**config.mk**
```make
export PLATFORM = sky130hd
export DESIGN_NAME = tag_lookup_ctrl
export DESIGN_NICKNAME = d
export VERILOG_FILES = /design/src/rtl/tag_lookup_ctrl.sv
export SDC_FILE = /design/constraint.sdc
export NUM_CORES = 1
export LEC_CHECK = 0
export ABC_CLOCK_PERIOD_IN_PS = 2950
export CAP_MARGIN = 20
export CORE_UTILIZATION = 45
export CTS_BUF_LIST = sky130_fd_sc_hd__clkbuf_16
export DETAILED_ROUTE_END_ITERATION = 6
export GPL_TIMING_DRIVEN = 0
export PLACE_DENSITY = 0.73
export SETUP_SLACK_MARGIN = 0.1
export SKIP_CTS_REPAIR_TIMING = 1
export SLEW_MARGIN = 20
export SYNTH_ARGS = -nofsm -noshare
export SYNTH_HDL_FRONTEND = slang
export SYNTH_SLANG_ARGS = --single-unit
```
**constraint.sdc**
```tcl
create_clock -name clk -period 2.95 [get_ports clk]
set_input_delay 0.4425 -clock clk [delete_from_list [all_inputs] [get_ports clk]]
set_output_delay 0.4425 -clock clk [all_outputs]
set_load 0.005 [all_outputs]
```
**src/rtl/tag_lookup_ctrl.sv**
```systemverilog
// Two-way set-associative tag store with lookup FSM and memory miss/fill handshake.
// Latency: hit response 2 cycles after acceptance; miss response 1 cycle after the mem_ack edge.
// Backpressure: req_ready only in IDLE (one request in flight); mem_req held until mem_ack.
//
// Ports:
//   clk, rst                 sole clock, synchronous active-high reset
//   req_valid/req_ready      lookup request handshake, req_addr = {tag, index}
//   resp_valid/hit/way       one-cycle result pulse, hit flag and way hit or filled
//   way_sel                  registered way select for the downstream bank mux SEL
//   mem_req/mem_ack/mem_tag  fill request to memory, completion, tag being fetched
//
// Optional feature: define TAG_LRU_EN for a per-set LRU replacement bit; otherwise a
// single global round-robin bit picks the victim when both ways are valid.

module tag_lookup_ctrl #(
  parameter int TAG_W = 14,
  parameter int IDX_W = 4
) (
  input  logic                   clk,
  input  logic                   rst,
  input  logic                   req_valid,
  output logic                   req_ready,
  input  logic [TAG_W+IDX_W-1:0] req_addr,
  output logic                   resp_valid,
  output logic                   resp_hit,
  output logic                   resp_way,
  output logic                   way_sel,
  output logic                   mem_req,
  input  logic                   mem_ack,
  output logic [TAG_W-1:0]       mem_tag
);

  localparam int SETS = 1 << IDX_W;
  localparam int AW   = TAG_W + IDX_W;

  typedef enum logic [1:0] {
    S_IDLE,
    S_LOOKUP,
    S_MISS,
    S_RESP
  } state_t;

  state_t              state_q, state_d;
  logic [AW-1:0]       addr_q, addr_d;
  logic                victim_q, victim_d;
  logic                resp_valid_q, resp_valid_d;
  logic                resp_hit_q, resp_hit_d;
  logic                resp_way_q, resp_way_d;
  logic                way_sel_q, way_sel_d;
  logic                mem_req_q, mem_req_d;
  logic [TAG_W-1:0]    mem_tag_q, mem_tag_d;
  logic [SETS-1:0]     valid0_q, valid0_d;
  logic [SETS-1:0]     valid1_q, valid1_d;
`ifdef TAG_LRU_EN
  // Per-set bit pointing at the least-recently-used way.
  logic [SETS-1:0]     lru_q, lru_d;
`else
  // Global round-robin victim pointer, consulted only when both ways are valid.
  logic                rr_q, rr_d;
`endif

  // Tag storage is not reset; the valid bits alone qualify it.
  logic [TAG_W-1:0]    tag0_q [SETS];
  logic [TAG_W-1:0]    tag1_q [SETS];

  logic [TAG_W-1:0]    cur_tag;
  logic [IDX_W-1:0]    cur_idx;
  logic                hit0, hit1;
  logic                both_valid;
  logic                policy_way;
  logic                victim_sel;
  logic                fill_we;

  assign cur_tag = addr_q[AW-1:IDX_W];
  assign cur_idx = addr_q[IDX_W-1:0];

  assign hit0       = valid0_q[cur_idx] && (tag0_q[cur_idx] == cur_tag);
  assign hit1       = valid1_q[cur_idx] && (tag1_q[cur_idx] == cur_tag);
  assign both_valid = valid0_q[cur_idx] && valid1_q[cur_idx];

`ifdef TAG_LRU_EN
  assign policy_way = lru_q[cur_idx];
`else
  assign policy_way = rr_q;
`endif

  // Invalid ways are filled first (way 0 preferred); the policy only breaks ties
  // when the set is full.
  assign victim_sel = !valid0_q[cur_idx] ? 1'b0 :
                      !valid1_q[cur_idx] ? 1'b1 : policy_way;

  // Combinational so it drops in the reset cycle itself and rises in the first
  // cycle after reset, when the FSM is already in IDLE.
  assign req_ready = (state_q == S_IDLE) && !rst;

  assign resp_valid = resp_valid_q;
  assign resp_hit   = resp_hit_q;
  assign resp_way   = resp_way_q;
  assign way_sel    = way_sel_q;
  assign mem_req    = mem_req_q;
  assign mem_tag    = mem_tag_q;

  always_comb begin
    state_d      = state_q;
    addr_d       = addr_q;
    victim_d     = victim_q;
    resp_valid_d = 1'b0;
    resp_hit_d   = resp_hit_q;
    resp_way_d   = resp_way_q;
    way_sel_d    = way_sel_q;
    mem_req_d    = mem_req_q;
    mem_tag_d    = mem_tag_q;
    valid0_d     = valid0_q;
    valid1_d     = valid1_q;
    fill_we      = 1'b0;
`ifdef TAG_LRU_EN
    lru_d        = lru_q;
`else
    rr_d         = rr_q;
`endif

    case (state_q)
      S_IDLE: begin
        if (req_valid) begin
          addr_d  = req_addr;
          state_d = S_LOOKUP;
        end
      end

      S_LOOKUP: begin
        if (hit0 || hit1) begin
          // Double match is not expected; way 0 wins if it happens.
          resp_valid_d = 1'b1;
          resp_hit_d   = 1'b1;
          resp_way_d   = !hit0;
          way_sel_d    = !hit0;
          state_d      = S_RESP;
`ifdef TAG_LRU_EN
          lru_d[cur_idx] = hit0;
`endif
        end else begin
          victim_d  = victim_sel;
          mem_tag_d = cur_tag;
          mem_req_d = 1'b1;
          state_d   = S_MISS;
        end
      end

      S_MISS: begin
        if (mem_ack) begin
          fill_we      = 1'b1;
          mem_req_d    = 1'b0;
          resp_valid_d = 1'b1;
          resp_hit_d   = 1'b0;
          resp_way_d   = victim_q;
          way_sel_d    = victim_q;
          state_d      = S_RESP;
          if (victim_q) valid1_d[cur_idx] = 1'b1;
          else          valid0_d[cur_idx] = 1'b1;
`ifdef TAG_LRU_EN
          lru_d[cur_idx] = !victim_q;
`else
          // Valid bits cannot change between LOOKUP and here, so a full set
          // means the victim came from the round-robin pointer.
          if (both_valid) rr_d = !rr_q;
`endif
        end
      end

      S_RESP: begin
        state_d = S_IDLE;
      end

      default: begin
        state_d = S_IDLE;
      end
    endcase
  end

  always_ff @(posedge clk) begin
    if (rst) begin
      state_q      <= S_IDLE;
      addr_q       <= '0;
      victim_q     <= 1'b0;
      resp_valid_q <= 1'b0;
      resp_hit_q   <= 1'b0;
      resp_way_q   <= 1'b0;
      way_sel_q    <= 1'b0;
      mem_req_q    <= 1'b0;
      mem_tag_q    <= '0;
      valid0_q     <= '0;
      valid1_q     <= '0;
`ifdef TAG_LRU_EN
      lru_q        <= '0;
`else
      rr_q         <= 1'b0;
`endif
    end else begin
      state_q      <= state_d;
      addr_q       <= addr_d;
      victim_q     <= victim_d;
      resp_valid_q <= resp_valid_d;
      resp_hit_q   <= resp_hit_d;
      resp_way_q   <= resp_way_d;
      way_sel_q    <= way_sel_d;
      mem_req_q    <= mem_req_d;
      mem_tag_q    <= mem_tag_d;
      valid0_q     <= valid0_d;
      valid1_q     <= valid1_d;
`ifdef TAG_LRU_EN
      lru_q        <= lru_d;
`else
      rr_q         <= rr_d;
`endif
    end
  end

  // A fill coinciding with reset is abandoned.
  always_ff @(posedge clk) begin
    if (!rst && fill_we) begin
      if (victim_q) tag1_q[cur_idx] <= cur_tag;
      else          tag0_q[cur_idx] <= cur_tag;
    end
  end

endmodule

```
# == After elaboration in Yosys (flattened, before gate mapping) ==
# Memories as Yosys holds them, arrays and structs flattened. A register that Yosys moved wholly into a read port is not among the register bits.
# Index checks and enable logic that the tools add are counted.
# word_totals
ff_bits,72
latch_bits,0
ram_bits,448
rom_bits,0
in_bits,22
out_inout_bits,20
word_cells,82
memories,2
# memory_table
name,words,word_bits,read_ports,rd_ports_with_merged_regs,wr,line_no,source
tag0_q,16,14,1,1,1,63,logic [TAG_W-1:0] tag0_q [SETS];
tag1_q,16,14,1,1,1,64,logic [TAG_W-1:0] tag1_q [SETS];
# classes
n_addsub,0
multipliers,0
n_div,0
magnitude_cmp,2
eq_ne,9
shifts,0
mux,34
bitwise,4
n_reduce_logical,20
# ops
cell,count
16-bit bitwise OR,2
14-bit equality test,2
1-bit two-way mux,20
4-bit two-way mux,4
3-bit AND reduction,5
1-bit binary-select mux with 4-bit select,2
2-bit != test (second input constant),4
1-bit one-hot mux with 2 select lines,4
2-bit one-hot mux with 4 select lines,1
1-bit logical AND,6
2-bit AND reduction,3
4-bit by 5-bit < comparator with 1-bit output (second input constant),1
1-bit demux with 4-bit select,1
2-bit equality test (second input constant),2
4-bit by 1-bit >= comparator with 1-bit output (second input constant),1
2-bit two-way mux,2
1-bit logical NOT,3
2-bit by 1-bit equality test with 1-bit output (second input constant),1
2-bit logical NOT,1
1-bit NOT,2
2-bit nonzero test,1
1-bit logical OR,1

# == Logic depth before layout (Yosys ltp) ==
# depth
word_depth,6
mapped_depth,14
mapped_depth_nobuf,9

# == Least setup slack after synthesis ==
# No wires, ideal clock.
# synth_timing
path_type,register -> register
startpoint,reg with a tool-made name
endpoint,"reg mem_tag_q[4], in the netlist mem_tag[4]"
setup_ns,0.128
arrival_time_ns,2.953
t_required_ns,2.822
path_slack_ns,-0.130
stages_incl_launch_ff,12
path_buffers,2
synth_period_minus_slack_ns,3.080
path_cell_list,dfxtp_1 -> buf_6 -> mux4_2 -> xor2_1 -> a2111oi_2 -> o2111ai_1 -> a2111oi_2 -> o2111ai_2 -> o211ai_4 -> buf_12 -> mux2i_1 -> nor2_1
# synth_rtl
item,line_no,source
end signal: assignment,207,mem_tag_q <= mem_tag_d;
end: declaration,51,"logic [TAG_W-1:0] mem_tag_q, mem_tag_d;"

==> impl_metrics.toml <==
[run_status]
status = "finished with violations"
failed_checks = "setup timing"

[finish]
area_growth_pct = 18.83
final_layout_size_suffix_gt1_share_pct = 26.36
fin_cells = 2020
nNetsFinal = 1397

[synth]
synth_area_leaders = "edfxtp_1 63%, mux4_2 11%, dfxtp_1 7.2%, mux2i_1 4.0%, nand2_1 1.3%"
yosysSeqAreaShare_pct = 70.52
synth_top_cell_by_area = "edfxtp_1"
synth_edf_count = 448
syn_inst = 1218
synth_top_area_share_pct = 63.36
synth_seq_cells = 524
yosys_warnings = 0
synth-main-ff-cell = "edfxtp_1"
async_reset_ff_share_pct = 0
syn_area_um2 = 21230
synth_nets = 1244
synth_cell_type_count = 72
avgSynthCellArea_um2 = 17.43

[global_route]
grt-ovfl-total = 0
grt_max_degree = 40
met3_usage_pct = 4.532
grt_most_used_layer = "met2"
grt_pass1_wl_um = 81610
groute.layer.met2.usage_pct = 37.42
use_met1_pct = 32.72
antenna_found_initial = 1
grtUsageTotal_pct = 23.99
first_global_vias = 12136

[routing]
via_count = 12519
first_pass_iters = 7
wl_per_cell_um = 28.45
drc_errors = 0
vias_per_cell = 6.198
wl_um = 57480
ant_nets = 0
drtIter0Drc = 1264

[power_and_ir_drop]
leakagePower_uw = 0.008579
ir_worst_vdd_mv = 0.5935
p_per_area_nw_per_um2 = 744.7

[place]
gp_congestion = 0.9200
dp_slack_ns = -1.383
dpl.cell_count = 1887
numPortBuffers = 40
dp_hpwl_um = 36350

[timing]
final.min_clock_period_ns = 3.599
setup_slack_ns = -0.6487
drv_slew = 0
slew_headroom_pct = 35.24
setup_violations = 20
rsz0062_at_grt = "yes"
setup_tns_ns = -10.67
finalCritPeriodShare_pct = 122.0
holdWs_ns = 0.3944
tightest_slew_ns = 0.9713
max_freq_mhz = 277.9
hold_viol_final = 0
finalClockSkew_ns = 0.01836

[clock_network]
cts_root_buf = "clkbuf_16"
h-tree-depth = 2
insertion_delay_ns = 0.58
clkTransAtPathRegs_ns = 0.06
cts_tree = "built"
cts_sinks = 524
cts_made_buffers = 51
cts.path.max_buffers = 3

[flow_run]
max_cap_viol_count = 0

[floorplanning]
fp.dieW_um = 219.2
design.die.area_um2 = 48060
io_pins = 42
die_h_um = 219.2
start_util_pct = 45.61
row_count = 79
core_area_um2 = 46560

[setup_path]
crit_required_ns = 3.39
start_kind = "flip-flop"
cp-end-kind = "flip-flop"
crit_arrival_ns = 4.04
path_max_fanout = 8
worstSetupPathType = "reg2reg"

[hold_path]
min_path_type = "in2reg"
[metal layers]
layer / up-vias / wire [um] / share of wire [%]
met5: - / 0 / 0
met4: 0 / 2477 / 4.3
met3: 161 / 6085 / 11
met2: 820 / 27200 / 47
met1: 6400 / 21710 / 38
li1: 5138 / - / -
[registers in the layout, indices dropped and copies added, names as in the netlist, named ones only]
register	flops
resp_valid	1
mem_req	1
state_q	2
victim_q	1
tag1_q	224
valid0_q	16
tag0_q	224
way_sel	1
valid1_q	16
mem_tag	14
policy_way	1
addr_q	18
resp_hit	1
[stage by stage]
stage	area, um2	util (%)	total power, uW
6_report	25230	54.20	18790
5_1_grt	25230	54.19	19290
4_1_cts	24420	52.45	18260
3_5_place_dp	22850	49.08	12220
3_3_place_gp	22420	48.16	12100
2_1_floorplan	21260	-	10960
[Yosys cell counts (all sizes together), types with 5 or more instances]
cell / number
a22oi: 9
nor2: 64
nand2b: 15
nor4b: 5
a221oi: 6
nor3: 7
nand3: 13
dfxtp: 76
a22o: 5
xnor2: 16
edfxtp: 448
xor2: 7
mux2: 16
a21o: 32
mux4: 101
inv: 10
nor4: 6
a21oi: 26
o21ai: 13
buf: 48
nand2: 73
nand3b: 5
nor2b: 14
nand4b: 5
and3: 5
nand4: 8
clkbuf: 30
o22ai: 10
mux2i: 84
and4: 7
[placed cells by master (no fill, tap or decap), types with 26 or more instances in the layout]
master	n
a21o_1	32
a21oi_1	26
buf_4	36
clkbuf_16	53
clkdlybuf4s50_1	40
dfxtp_1	59
edfxtp_1	448
inv_1	29
mux2i_1	78
mux4_2	99
nand2_1	73
nor2_1	32
[cells by family (layout without fill, tap and decap cells)]
family | Yosys count | after routing | share of synthesized area [%]
flops | 524 | 524 | 70.52
simple gates | 248 | 248 | 5.987
mux | 201 | 201 | 15.56
compound gates | 129 | 129 | 4.431
buf+inv | 89 | 282 | 2.322
xor+xnor | 23 | 23 | 0.9487
fa+ha+maj | 4 | 4 | 0.2357
other cells | 0 | 2 | 0
[report_power, final]
group | total [uW] | internal [uW] | switching (uW)
clock network | 6170 | 3480 | 2690
registers | 8910 | 8440 | 467
logic | 3710 | 1680 | 2030
[worst paths after layout]
| kind | from | to | slack [ns] | cells past startpoint |
|---|---|---|---|---|
| max | flip-flop | mem_tag[8] | -0.65 | 14 |
| min | rst | resp_hit | 0.39 | 2 |
| max reg2reg | flip-flop | mem_tag[8] | -0.65 | 14 |
| min reg2reg | valid0_q[9] | valid0_q[9] | 0.45 | 1 |
[cell type report]
class,instances,area [um2]
Timing Repair Buffer,101,1095
Multi-Input combinational cell,605,6076
Antenna cell,2,5.005
Clock buffer,53,1326
Clock inverter,40,240.2
Buffer,77,689.4
Tap cell,607,759.5
Inverter,11,41.29
Sequential cell,524,15000
Fill cell,3511,21320
[critical path, stage by stage (launching register included)]
cell,delay [ns]
dfxtp_4,0.37
buf_12,0.16
buf_16,0.15
buf_16,0.14
mux4_2,0.53
mux2i_4,0.21
nor3_2,0.07
a2111o_1,0.48
nor4b_4,0.35
o2111ai_4,0.24
o211ai_4,0.20
buf_12,0.15
buf_12,0.11
mux2i_1,0.19
nor2_1,0.08
(Power assumes the default switching activity.)
